$ cat src/rtl/taylor_stage_control.sv
`default_nettype none
// ============================================================================
// Module   : taylor_stage_control
// Brief    : Horner-iteration sequencer for the exponential unit Taylor stage.
//            Walks N_TERMS multiply/add steps with optional multiplier wait.
// Revision : 1.0 - initial release
// ============================================================================
module taylor_stage_control #(
  parameter int N_TERMS = 4,
  parameter int MUL_LAT = 1,
  parameter int IDX_W   = 3
) (
  input  logic             CLK,
  input  logic             rst_n,
  input  logic             start,
  input  logic             abort,
  output logic             busy,
  output logic             mul_ss,
  output logic             mul_ss_en,
  output logic             add_ss,
  output logic             add_ss_en,
  output logic [IDX_W-1:0] coef_idx,
  output logic             output_ready
);

  localparam int               c_cnt_w     = (MUL_LAT > 1) ? $clog2(MUL_LAT) : 1;
  localparam logic [IDX_W-1:0] c_last_idx  = IDX_W'(N_TERMS - 1);
  localparam logic [c_cnt_w-1:0] c_wait_init = c_cnt_w'(MUL_LAT - 1);

  typedef enum logic [2:0] {
    ST_IDLE = 3'd0,
    ST_MUL  = 3'd1,
    ST_WAIT = 3'd2,
    ST_ADD  = 3'd3,
    ST_DONE = 3'd4
  } state_t;

  state_t             r_state;
  logic [c_cnt_w-1:0] r_cnt;

  state_t             w_next_state;
  logic [IDX_W-1:0]   w_next_idx;
  logic [c_cnt_w-1:0] w_next_cnt;

  always_comb begin
    w_next_state = r_state;
    w_next_idx   = coef_idx;
    w_next_cnt   = r_cnt;
    unique case (r_state)
      ST_IDLE: begin
        if (start) begin
          w_next_state = ST_MUL;
          w_next_idx   = c_last_idx;
        end
      end
      ST_MUL: begin
        if (MUL_LAT == 1) begin
          w_next_state = ST_ADD;
        end else begin
          w_next_state = ST_WAIT;
          w_next_cnt   = c_wait_init;
        end
      end
      ST_WAIT: begin
        w_next_cnt = r_cnt - c_cnt_w'(1);
        if (r_cnt == c_cnt_w'(1)) begin
          w_next_state = ST_ADD;
        end
      end
      ST_ADD: begin
        if (coef_idx == '0) begin
          w_next_state = ST_DONE;
        end else begin
          w_next_state = ST_MUL;
          w_next_idx   = coef_idx - IDX_W'(1);
        end
      end
      ST_DONE: begin
        w_next_idx = '0;
        if (start) begin
          w_next_state = ST_MUL;
          w_next_idx   = c_last_idx;
        end else begin
          w_next_state = ST_IDLE;
        end
      end
      default: begin
        w_next_state = ST_IDLE;
        w_next_idx   = '0;
        w_next_cnt   = '0;
      end
    endcase
    // Cancel wins over everything, including a start seen in IDLE/DONE.
    if (abort) begin
      w_next_state = ST_IDLE;
      w_next_idx   = '0;
      w_next_cnt   = '0;
    end
  end

  // Outputs are decoded from the next state so they register alongside it.
  always_ff @(posedge CLK or negedge rst_n) begin
    if (!rst_n) begin
      r_state      <= ST_IDLE;
      r_cnt        <= '0;
      coef_idx     <= '0;
      busy         <= 1'b0;
      mul_ss       <= 1'b0;
      mul_ss_en    <= 1'b0;
      add_ss       <= 1'b0;
      add_ss_en    <= 1'b0;
      output_ready <= 1'b0;
    end else begin
      r_state      <= w_next_state;
      r_cnt        <= w_next_cnt;
      coef_idx     <= w_next_idx;
      busy         <= (w_next_state == ST_MUL) || (w_next_state == ST_WAIT) ||
                      (w_next_state == ST_ADD);
      mul_ss_en    <= (w_next_state == ST_MUL);
      mul_ss       <= (w_next_state == ST_MUL) && (w_next_idx == c_last_idx);
      add_ss_en    <= (w_next_state == ST_ADD);
      add_ss       <= (w_next_state == ST_ADD) && (w_next_idx == '0);
      output_ready <= (w_next_state == ST_DONE);
    end
  end

endmodule
`default_nettype wire

$ cat config.mk
export PLATFORM = sky130hd
export DESIGN_NAME = taylor_stage_control
export DESIGN_NICKNAME = d
export VERILOG_FILES = /design/src/rtl/taylor_stage_control.sv
export SDC_FILE = /design/constraint.sdc
export NUM_CORES = 1
export LEC_CHECK = 0
export ABC_AREA = 0
export CAP_MARGIN = 20
export CORE_MARGIN = 4
export CORE_UTILIZATION = 30
export DETAILED_ROUTE_END_ITERATION = 8
export PLACE_DENSITY_LB_ADDON = 0.12
export SETUP_SLACK_MARGIN = 0.3
export SLEW_MARGIN = 10
export SYNTH_ARGS = -nofsm -noshare
export SYNTH_HDL_FRONTEND = slang
export SYNTH_SLANG_ARGS = --single-unit
$ cat constraint.sdc
create_clock -name CLK -period 1.76 [get_ports CLK]
set_input_delay 0.176 -clock CLK [delete_from_list [all_inputs] [get_ports CLK]]
set_output_delay 0.176 -clock CLK [all_outputs]
set_load 0.01 [all_outputs]
==> results of run 1 <==
-- layout make-up --
type	instances	area share
flip-flops and latches	13	0.345
inverters	4	0.0158
multi-input cells	45	0.378
clock inverters	1	0.00527
clock buffers	3	0.0237
repair buffers	20	0.196
well taps	27	0.0356
-- per-stage QoR --
stage	total power [mW]	instance area (um^2)
finish	0.877	950
global route	0.932	950
CTS	0.839	891
detailed placement	0.627	848
global placement	0.627	848
floorplan	0.515	679
-- how the worst max path moves through the flow --
stage	endpoint	cells past startpoint
floorplan	add_ss	5
global route	add_ss	5
detailed placement	add_ss	7
global placement	add_ss	5
finish	add_ss	5
CTS	add_ss	5
-- cells in the final DEF, fill, tap and decap left out, types with 2 or more instances in the layout --
cell             netlist  routed
nor2_1                 6       6
nand3_1                2       2
dfrtp_1               13      11
clkbuf_4               0       3
nand2_1                3       3
inv_1                  4       2
inv_2                  0       2
clkdlybuf4s50_1        0      11
ha_4                   0       2
nand2b_1               3       3
buf_4                  0       7
dfrtp_2                0       2
a21o_1                 2       2
o21ai_0                3       3
nor3_1                 3       3
-- sequential cells by signal (all words and copies together) (netlist names) --
signal and flops:
add_ss 1, coef_idx 3, r_cnt 1, mul_ss 1, output_ready 1, busy 1
mul_ss_en 1, r_state 3, add_ss_en 1
-- routing by layer --
metal / global-route usage / vias up / wire length, um
met2: 0.179 / 23 / 737
met5: 0 / - / 0
met3: 0.0354 / 2 / 112
met4: 0.0622 / 0 / 17
li1: - / 273 / -
met1: 0.177 / 279 / 719
-- power breakdown --
part	leakage, nW	switching [mW]	total [mW]	internal, mW
registers	0.171	0.0210	0.352	0.331
clock network	0.0177	0.116	0.201	0.0845
logic	0.230	0.156	0.325	0.169
total	0.418	0.293	0.877	0.585
-- logic make-up after synthesis --
group                    count (synthesis)
AND/OR/NAND/NOR                         26
adder cells (fa/ha/maj)                  2
XOR/XNOR                                 1
multiplexers                             1
AO/OA/AOI/OAI                           15
buffers and inverters                    7
flip-flops                              13
-- timing repair --
item / in CTS / in global routing
setup buffers: 1 / 3
hold endpoints to repair: 0 / 0
endpoints found under the setup margin: 7 / 8
hold buffers: 0 / 0
pin swaps: 0 / 3
resized for setup: 4 / 8
gates cloned: 0 / 0
==> flow_metrics.env, run 1 <==
export IMPL_outcome="finished, final reports clean"
export IMPL_synth_edf_count=0
export IMPL_tns_ns=0
export IMPL_fin_cells=113
export IMPL_n_antenna_cell=0
export IMPL_first_global_vias=517
export IMPL_fmax_ghz=0.625
export IMPL_numClockSinks=13
export IMPL_cts_htree_levels=1
export IMPL_cts_path_max_buffers=2
export IMPL_r2r_cells=5
export IMPL_skew_ns=0.00232
export IMPL_grt_pass1_wl_um=2530
export IMPL_synth_area_leaders="dfrtp_1, ha_1, nor2_1"
export IMPL_arrival_ns=1.78
export IMPL_slowest_stage="or4b_4"
export IMPL_hp_class="in2async"
export IMPL_synthSimpleGateAreaFrac=0.226
export IMPL_critical_path_buf_inv_count=1
export IMPL_holdWs_ns=0.261
export IMPL_path_delay_family="simple AND/OR/NAND/NOR gates"
export IMPL_rsz0062_at_grt="true"
export IMPL_finalSetupViolCount=0
export IMPL_ir_drop_mv=0.380
export IMPL_wl_per_cell_um=14.0
export IMPL_reg2reg_slack_ns=0.16
export IMPL_synth_compound_area_frac=0.161
export IMPL_max_cap_viol_count=0
export IMPL_core_area_mm2=0.00202
export IMPL_dieArea_mm2=0.00298
export IMPL_start_util=0.322
export IMPL_seq_area_um2=328
export IMPL_ioPinCount=13
export IMPL_die_w_um=54.6
export IMPL_port_buffers=12
export IMPL_layout_setup_ws_ns=0.160
export IMPL_grt_max_degree=14
export IMPL_slew_violations=0
export IMPL_leakage_nw=0.418
export IMPL_gp_congestion=0.719
export IMPL_multi_input_area_um2=359
export IMPL_synth_warnings=0
export IMPL_synth_area_mux_share=0.0154
export IMPL_dp_slack_ns=0.125
export IMPL_fin_util=0.470
export IMPL_synth_flop_cell="dfrtp_1"
export IMPL_period_share=0.909
export IMPL_overflow=0
export IMPL_vias_per_cell=5.11
export IMPL_nFillCells=205
export IMPL_grt_usage=0.128
export IMPL_crit_chain="inv_2 > ha_4 > or4b_4 > a21oi_2 > and4b_1"
export IMPL_chipHeight_um=54.6
export IMPL_crit_type="reg2reg"
export IMPL_syn_nets=71
export IMPL_cts_tree="built"
export IMPL_final_nets=93
export IMPL_synth_most_common_cell="dfrtp_1"
export IMPL_yosysUniqueCellTypes=29
export IMPL_crit_fanout=3
export IMPL_synth_top_family_by_area="simple AND/OR/NAND/NOR gates"
export IMPL_dpl_cell_count=105
export IMPL_critPathLaunch="coef_idx[1]"
export IMPL_drt_initial_drc_count=6
export IMPL_drive_gt1_frac=0.314
export IMPL_clock_latency_ns=0.29
export IMPL_ys_seq_elements=13
export IMPL_yosysSeqAreaShare=0.499
export IMPL_slew_headroom=0.595
export IMPL_num_vias=577
export IMPL_clkTransAtPathRegs_ns=0.09
export IMPL_cts_buffers=3
export IMPL_critPathMaxStageDelay_ns=0.49
export IMPL_remaining_drc_errors=0
export IMPL_synth_area_um2=652
export IMPL_cp_required_ns=1.94
export IMPL_r2r_end="add_ss"
export IMPL_syn_inst=65
export IMPL_end_kind="flop"
export IMPL_async_flop_share=1.00
export IMPL_drtPass1Iterations=4
export IMPL_place_hpwl_um=1110
export IMPL_fin_crit_ns=1.60
export IMPL_synthAdderAreaFrac=0.0384
export IMPL_area_growth_pct=45.7
export IMPL_r2r_start="coef_idx[1]"
export IMPL_synthXorXnorAreaFrac=0.0134
export IMPL_crit_path_start_kind="flop"
export IMPL_antenna_found_initial=0
export IMPL_rows=16
export IMPL_yosys_area_top_type="dfrtp_1"
export IMPL_p_per_area_mw_per_mm2=924
export IMPL_max_slew_worst_pin_slew_ns=0.606
export IMPL_synth_top_cell_area_share=0.499
export IMPL_root_buffer="clkbuf_4"
export IMPL_syn_area_per_cell_um2=10.0
export IMPL_routed_wl_um=1590
export IMPL_ys_top_cells_by_count="dfrtp_1, nor2_1, inv_1"
export IMPL_hold_viol=0
export IMPL_ant_nets=0
No activity file was read; power rests on OpenSTA's default activity.
==> inputs of run 2 (changes only) <==
==> constraint.sdc (replaced) <==
create_clock -name CLK -period 1.76 [get_ports CLK]
set_input_delay 0.176 -clock CLK [delete_from_list [all_inputs] [get_ports CLK]]
set_output_delay 0.176 -clock CLK [all_outputs]
set_load 0.1 [all_outputs]
==> run 2 against run 1 <==
  * Via count unchanged
  * Design area rose by 2.2%
  * Worst hold slack lost 0.0015 ns
  * Largest power group is now combinational logic
  * First-iteration DRC count is the same
  * Worst setup slack lost 0.036 ns
  * Register-to-register slack lost 0.04 ns
==> flow_metrics.env, run 2 (synthesized netlist as in run 1, its figures left out) <==
export IMPL_clkTransAtPathRegs_ns=0.08
export IMPL_fmax_ghz=0.611
export IMPL_ir_drop_mv=0.626
export IMPL_vias_per_cell=5.06
export IMPL_rows=16
export IMPL_max_slew_worst_pin_slew_ns=0.561
export IMPL_ant_nets=0
export IMPL_fin_cells=114
export IMPL_routed_wl_um=1520
export IMPL_arrival_ns=1.80
export IMPL_first_global_vias=567
export IMPL_grt_pass1_wl_um=2650
export IMPL_wl_per_cell_um=13.3
export IMPL_chipHeight_um=54.6
export IMPL_grt_usage=0.127
export IMPL_critical_path_buf_inv_count=1
export IMPL_area_growth_pct=48.9
export IMPL_outcome="finished, final reports clean"
export IMPL_root_buffer="clkbuf_4"
export IMPL_path_delay_family="simple AND/OR/NAND/NOR gates"
export IMPL_drive_gt1_frac=0.437
export IMPL_drt_initial_drc_count=6
export IMPL_core_area_mm2=0.00202
export IMPL_num_vias=577
export IMPL_grt_max_degree=14
export IMPL_antenna_found_initial=0
export IMPL_slowest_stage="dfrtp_4"
export IMPL_cts_hold_buffers=0
export IMPL_drtPass1Iterations=4
export IMPL_cts_htree_levels=1
export IMPL_cts_path_max_buffers=2
export IMPL_place_hpwl_um=1110
export IMPL_period_share=0.930
export IMPL_holdWs_ns=0.259
export IMPL_start_util=0.322
export IMPL_critPathMaxStageDelay_ns=0.49
export IMPL_end_kind="flop"
export IMPL_rsz0062_at_grt="true"
export IMPL_layout_setup_ws_ns=0.124
export IMPL_ioPinCount=13
export IMPL_cts_tree="built"
export IMPL_dieArea_mm2=0.00298
export IMPL_crit_fanout=4
export IMPL_numClockSinks=13
export IMPL_clock_latency_ns=0.27
export IMPL_port_buffers=12
export IMPL_tns_ns=0
export IMPL_die_w_um=54.6
export IMPL_cts_buffers=3
export IMPL_dpl_cell_count=106
export IMPL_max_cap_viol_count=0
export IMPL_crit_path_start_kind="flop"
export IMPL_overflow=0
export IMPL_slew_violations=0
export IMPL_hp_class="in2async"
export IMPL_n_antenna_cell=0
export IMPL_cp_required_ns=1.92
export IMPL_remaining_drc_errors=0
export IMPL_fin_crit_ns=1.64
export IMPL_largestRegisters="coef_idx x3, r_state x3"
export IMPL_skew_ns=0.00359
export IMPL_leakage_nw=0.428
export IMPL_final_nets=94
export IMPL_hold_viol=0
export IMPL_slew_headroom=0.625
export IMPL_finalPower_mw=1.04
export IMPL_layout_common_cells="buf_4, dfrtp_1, nor2_1"
export IMPL_crit_type="reg2reg"
export IMPL_crit_chain="inv_4 > ha_4 > or4b_4 > a21oi_4 > and4b_1"
export IMPL_gp_congestion=0.741
export IMPL_p_per_area_mw_per_mm2=1070
export IMPL_mostFrequentLayoutCell="buf_4"
export IMPL_finalSetupViolCount=0
export IMPL_dp_slack_ns=0.110
==> run 2: changes by cell type in the layout (fill, tap and decap cells not counted), moves of 2 or more <==
cell,previous run,this run
inv_4,0,2
buf_12,0,2
clkdlybuf4s50_1,11,3
inv_2,2,0
dfrtp_4,0,2
buf_4,7,15
dfrtp_1,11,9
==> run 2: area by class of cell <==
class                      instances  area [um^2]
clock buffer                       4         26.3
fill                             195         1050
inverter                           4         20.0
multi-input combinational         45          362
sequential                        13          335
tap                               27         33.8
timing repair buffer              21          194
==> run 2: power by group <==
group / internal [mW] / switching (mW) / leakage [nW] / total (mW)
clock network: 0.0878 / 0.0937 / 0.0150 / 0.182
registers: 0.336 / 0.0235 / 0.168 / 0.359
logic: 0.186 / 0.314 / 0.246 / 0.500
==> run 2: final timing paths <==
| path | slack [ns] | start | cells past startpoint | endpoint |
|---|---|---|---|---|
| max | 0.12 | coef_idx[0] | 5 | add_ss |
| min | 0.26 | rst_n | 1 | r_state[0] |
| max reg2reg | 0.12 | coef_idx[0] | 5 | add_ss |
| min reg2reg | 0.58 | r_cnt | 2 | r_cnt |
| max in group asynchronous | 1.08 | rst_n | 1 | coef_idx[0] |
| min in group CLK | 0.58 | r_cnt | 2 | r_cnt |
==> run 2: worst reg2reg max path, stage by stage, from the launching register on <==
cell and delay, ns:
dfrtp_4 0.49, inv_4 0.09, ha_4 0.13, or4b_4 0.47, a21oi_4 0.14, and4b_1 0.20
==> run 2: metal layers <==
metal | vias to the layer above | share of wire | GRT usage
li1 | 273 | - | -
met2 | 21 | 0.47 | 0.195
met3 | 4 | 0.074 | 0.0572
met4 | 0 | 0.018 | 0.0498
met5 | - | 0 | 0
met1 | 279 | 0.44 | 0.154
==> run 2: through the flow <==
stage / utilization / area [um^2]
3_5_place_dp: 0.431 / 872
6_report: 0.480 / 971
5_1_grt: 0.480 / 971
2_1_floorplan: - / 693
4_1_cts: 0.465 / 941
3_3_place_gp: 0.431 / 872
==> run 2: repair_timing <==
action,4_1_cts,5_1_grt
gates cloned,0,0
gates resized for setup,4,6
endpoints found under the setup margin,6,6
buffers inserted,3,1
pin swaps,1,2
==> inputs of run 3 (changes only) <==
CAP_MARGIN = 15   (was 20)
clock period = 1.7 ns   (was 1.76 ns; I/O delays follow)
==> run 3 against run 2 <==
  * Sequential power grew 4%
  * Sequential cell count is the same
  * Worst setup slack lost 0.087 ns
  * Sequential share of layout area shrank 3.0 points
  * Combinational power grew 15%
  * Non-clock buffer count grew 5
  * Design area grew 9.4%
  * Clock-buffer cell count is the same
  * Maximum frequency shrank 1.6%
  * First-iteration DRC count is the same
  * Register-to-register slack lost 0.09 ns
  * Critical path type unchanged
  * Largest cell class unchanged
==> flow_metrics.env, run 3 (synthesized netlist as in run 1, its figures left out) <==
export IMPL_outcome="finished, final reports clean"
export IMPL_cts_hold_buffers=0
export IMPL_remaining_drc_errors=0
export IMPL_vias_per_cell=5.05
export IMPL_n_antenna_cell=0
export IMPL_rows=16
export IMPL_core_area_mm2=0.00202
export IMPL_use_met3=0.0654
export IMPL_clkTransAtPathRegs_ns=0.08
export IMPL_place_hpwl_um=1110
export IMPL_slew_violations=0
export IMPL_crit_path_start_kind="flop"
export IMPL_leakage_nw=0.462
export IMPL_die_w_um=54.6
export IMPL_skew_ns=0.00618
export IMPL_max_cap_viol_count=0
export IMPL_groute_layer_met2_usage=0.203
export IMPL_numClockSinks=13
export IMPL_p_per_area_mw_per_mm2=1070
export IMPL_grt_usage=0.135
export IMPL_crit_chain="inv_6 > ha_4 > nor2b_4 > nor4_4 > a311oi_2 > buf_4 > and4b_1"
export IMPL_ant_nets=0
export IMPL_drtPass1Iterations=4
export IMPL_nFillCells=189
export IMPL_rsz0062_at_grt="true"
export IMPL_grt_pass1_wl_um=2770
export IMPL_gp_congestion=0.790
export IMPL_cts_path_max_buffers=2
export IMPL_root_buffer="clkbuf_4"
export IMPL_wl_per_cell_um=14.5
export IMPL_drive_gt1_frac=0.511
export IMPL_mostFrequentLayoutCell="buf_4"
export IMPL_cts_tree="built"
export IMPL_overflow=0
export IMPL_critical_path_buf_inv_count=2
export IMPL_path_delay_family="flip-flops"
export IMPL_hold_viol=0
export IMPL_layout_setup_ws_ns=0.0374
export IMPL_final_nets=99
export IMPL_cts_htree_levels=1
export IMPL_period_share=0.978
export IMPL_ir_drop_mv=0.655
export IMPL_clock_latency_ns=0.28
export IMPL_arrival_ns=1.87
export IMPL_grt_max_degree=14
export IMPL_area_growth_pct=63.0
export IMPL_fin_crit_ns=1.66
export IMPL_met1_usage=0.171
export IMPL_finalSetupViolCount=0
export IMPL_ioPinCount=13
export IMPL_dp_slack_ns=0.0813
export IMPL_dieArea_mm2=0.00298
export IMPL_cp_required_ns=1.91
export IMPL_crit_fanout=4
export IMPL_largestRegisters="coef_idx x3, r_state x3"
export IMPL_dpl_cell_count=108
export IMPL_layout_common_cells="buf_4, dfrtp_1, nor2_1"
export IMPL_grt_busiest_layer="met2"
export IMPL_cts_buffers=3
export IMPL_slew_headroom=0.608
export IMPL_critPathMaxStageDelay_ns=0.50
export IMPL_max_slew_worst_pin_slew_ns=0.586
export IMPL_fin_cells=119
export IMPL_port_buffers=12
export IMPL_num_vias=601
export IMPL_start_util=0.322
export IMPL_slowest_stage="dfrtp_4"
export IMPL_fmax_ghz=0.601
export IMPL_first_global_vias=565
export IMPL_antenna_found_initial=0
export IMPL_crit_type="reg2reg"
export IMPL_hp_class="in2async"
export IMPL_routed_wl_um=1730
export IMPL_drt_initial_drc_count=6
export IMPL_end_kind="flop"
export IMPL_holdWs_ns=0.261
export IMPL_chipHeight_um=54.6
-- run 3: path summary, 6_finish.rpt --
path,endpoint,startpoint,cells after the start,slack (ns)
min in group CLK,r_cnt,r_cnt,2,0.59
max in group asynchronous,coef_idx[0],rst_n,1,1.01
setup reg to reg,add_ss,coef_idx[0],7,0.04
setup / recovery,add_ss,coef_idx[0],7,0.04
hold / removal,output_ready,rst_n,1,0.26
hold reg to reg,r_cnt,r_cnt,2,0.59
-- run 3: repair_timing --
item / CTS / global route
pin swaps: 2 / 9
setup buffers: 2 / 5
gates resized for setup: 7 / 12
endpoints found under the setup margin: 6 / 9
-- run 3: final cells by class --
type	instances	area (um^2)	share of cell area
Multi-Input combinational cell	45	393	0.370
Tap cell	27	33.8	0.0318
Inverter	4	22.5	0.0212
Clock buffer	4	26.3	0.0247
Timing Repair Buffer	26	251	0.237
Sequential cell	13	335	0.316
-- run 3: layer usage --
layer	up-vias	wire (um)
li1	286	-
met1	288	739
met2	23	838
met4	0	26
met3	4	122
met5	-	0
-- run 3: through the flow --
step / TNS (ns) / instance area (um^2) / utilization / total power [mW]
after floorplan: -0.0926 / 693 / - / 0.699
after global placement: 0 / 900 / 0.445 / 0.856
after detailed placement: 0 / 900 / 0.445 / 0.858
after CTS: 0 / 980 / 0.485 / 1.08
after global routing: -0.0205 / 1060 / 0.525 / 1.20
final: 0 / 1060 / 0.525 / 1.14
-- run 3: power by group --
part / switching (mW) / internal, mW
Clock: 0.0987 / 0.0909
Combinational: 0.351 / 0.225
Sequential: 0.0249 / 0.348
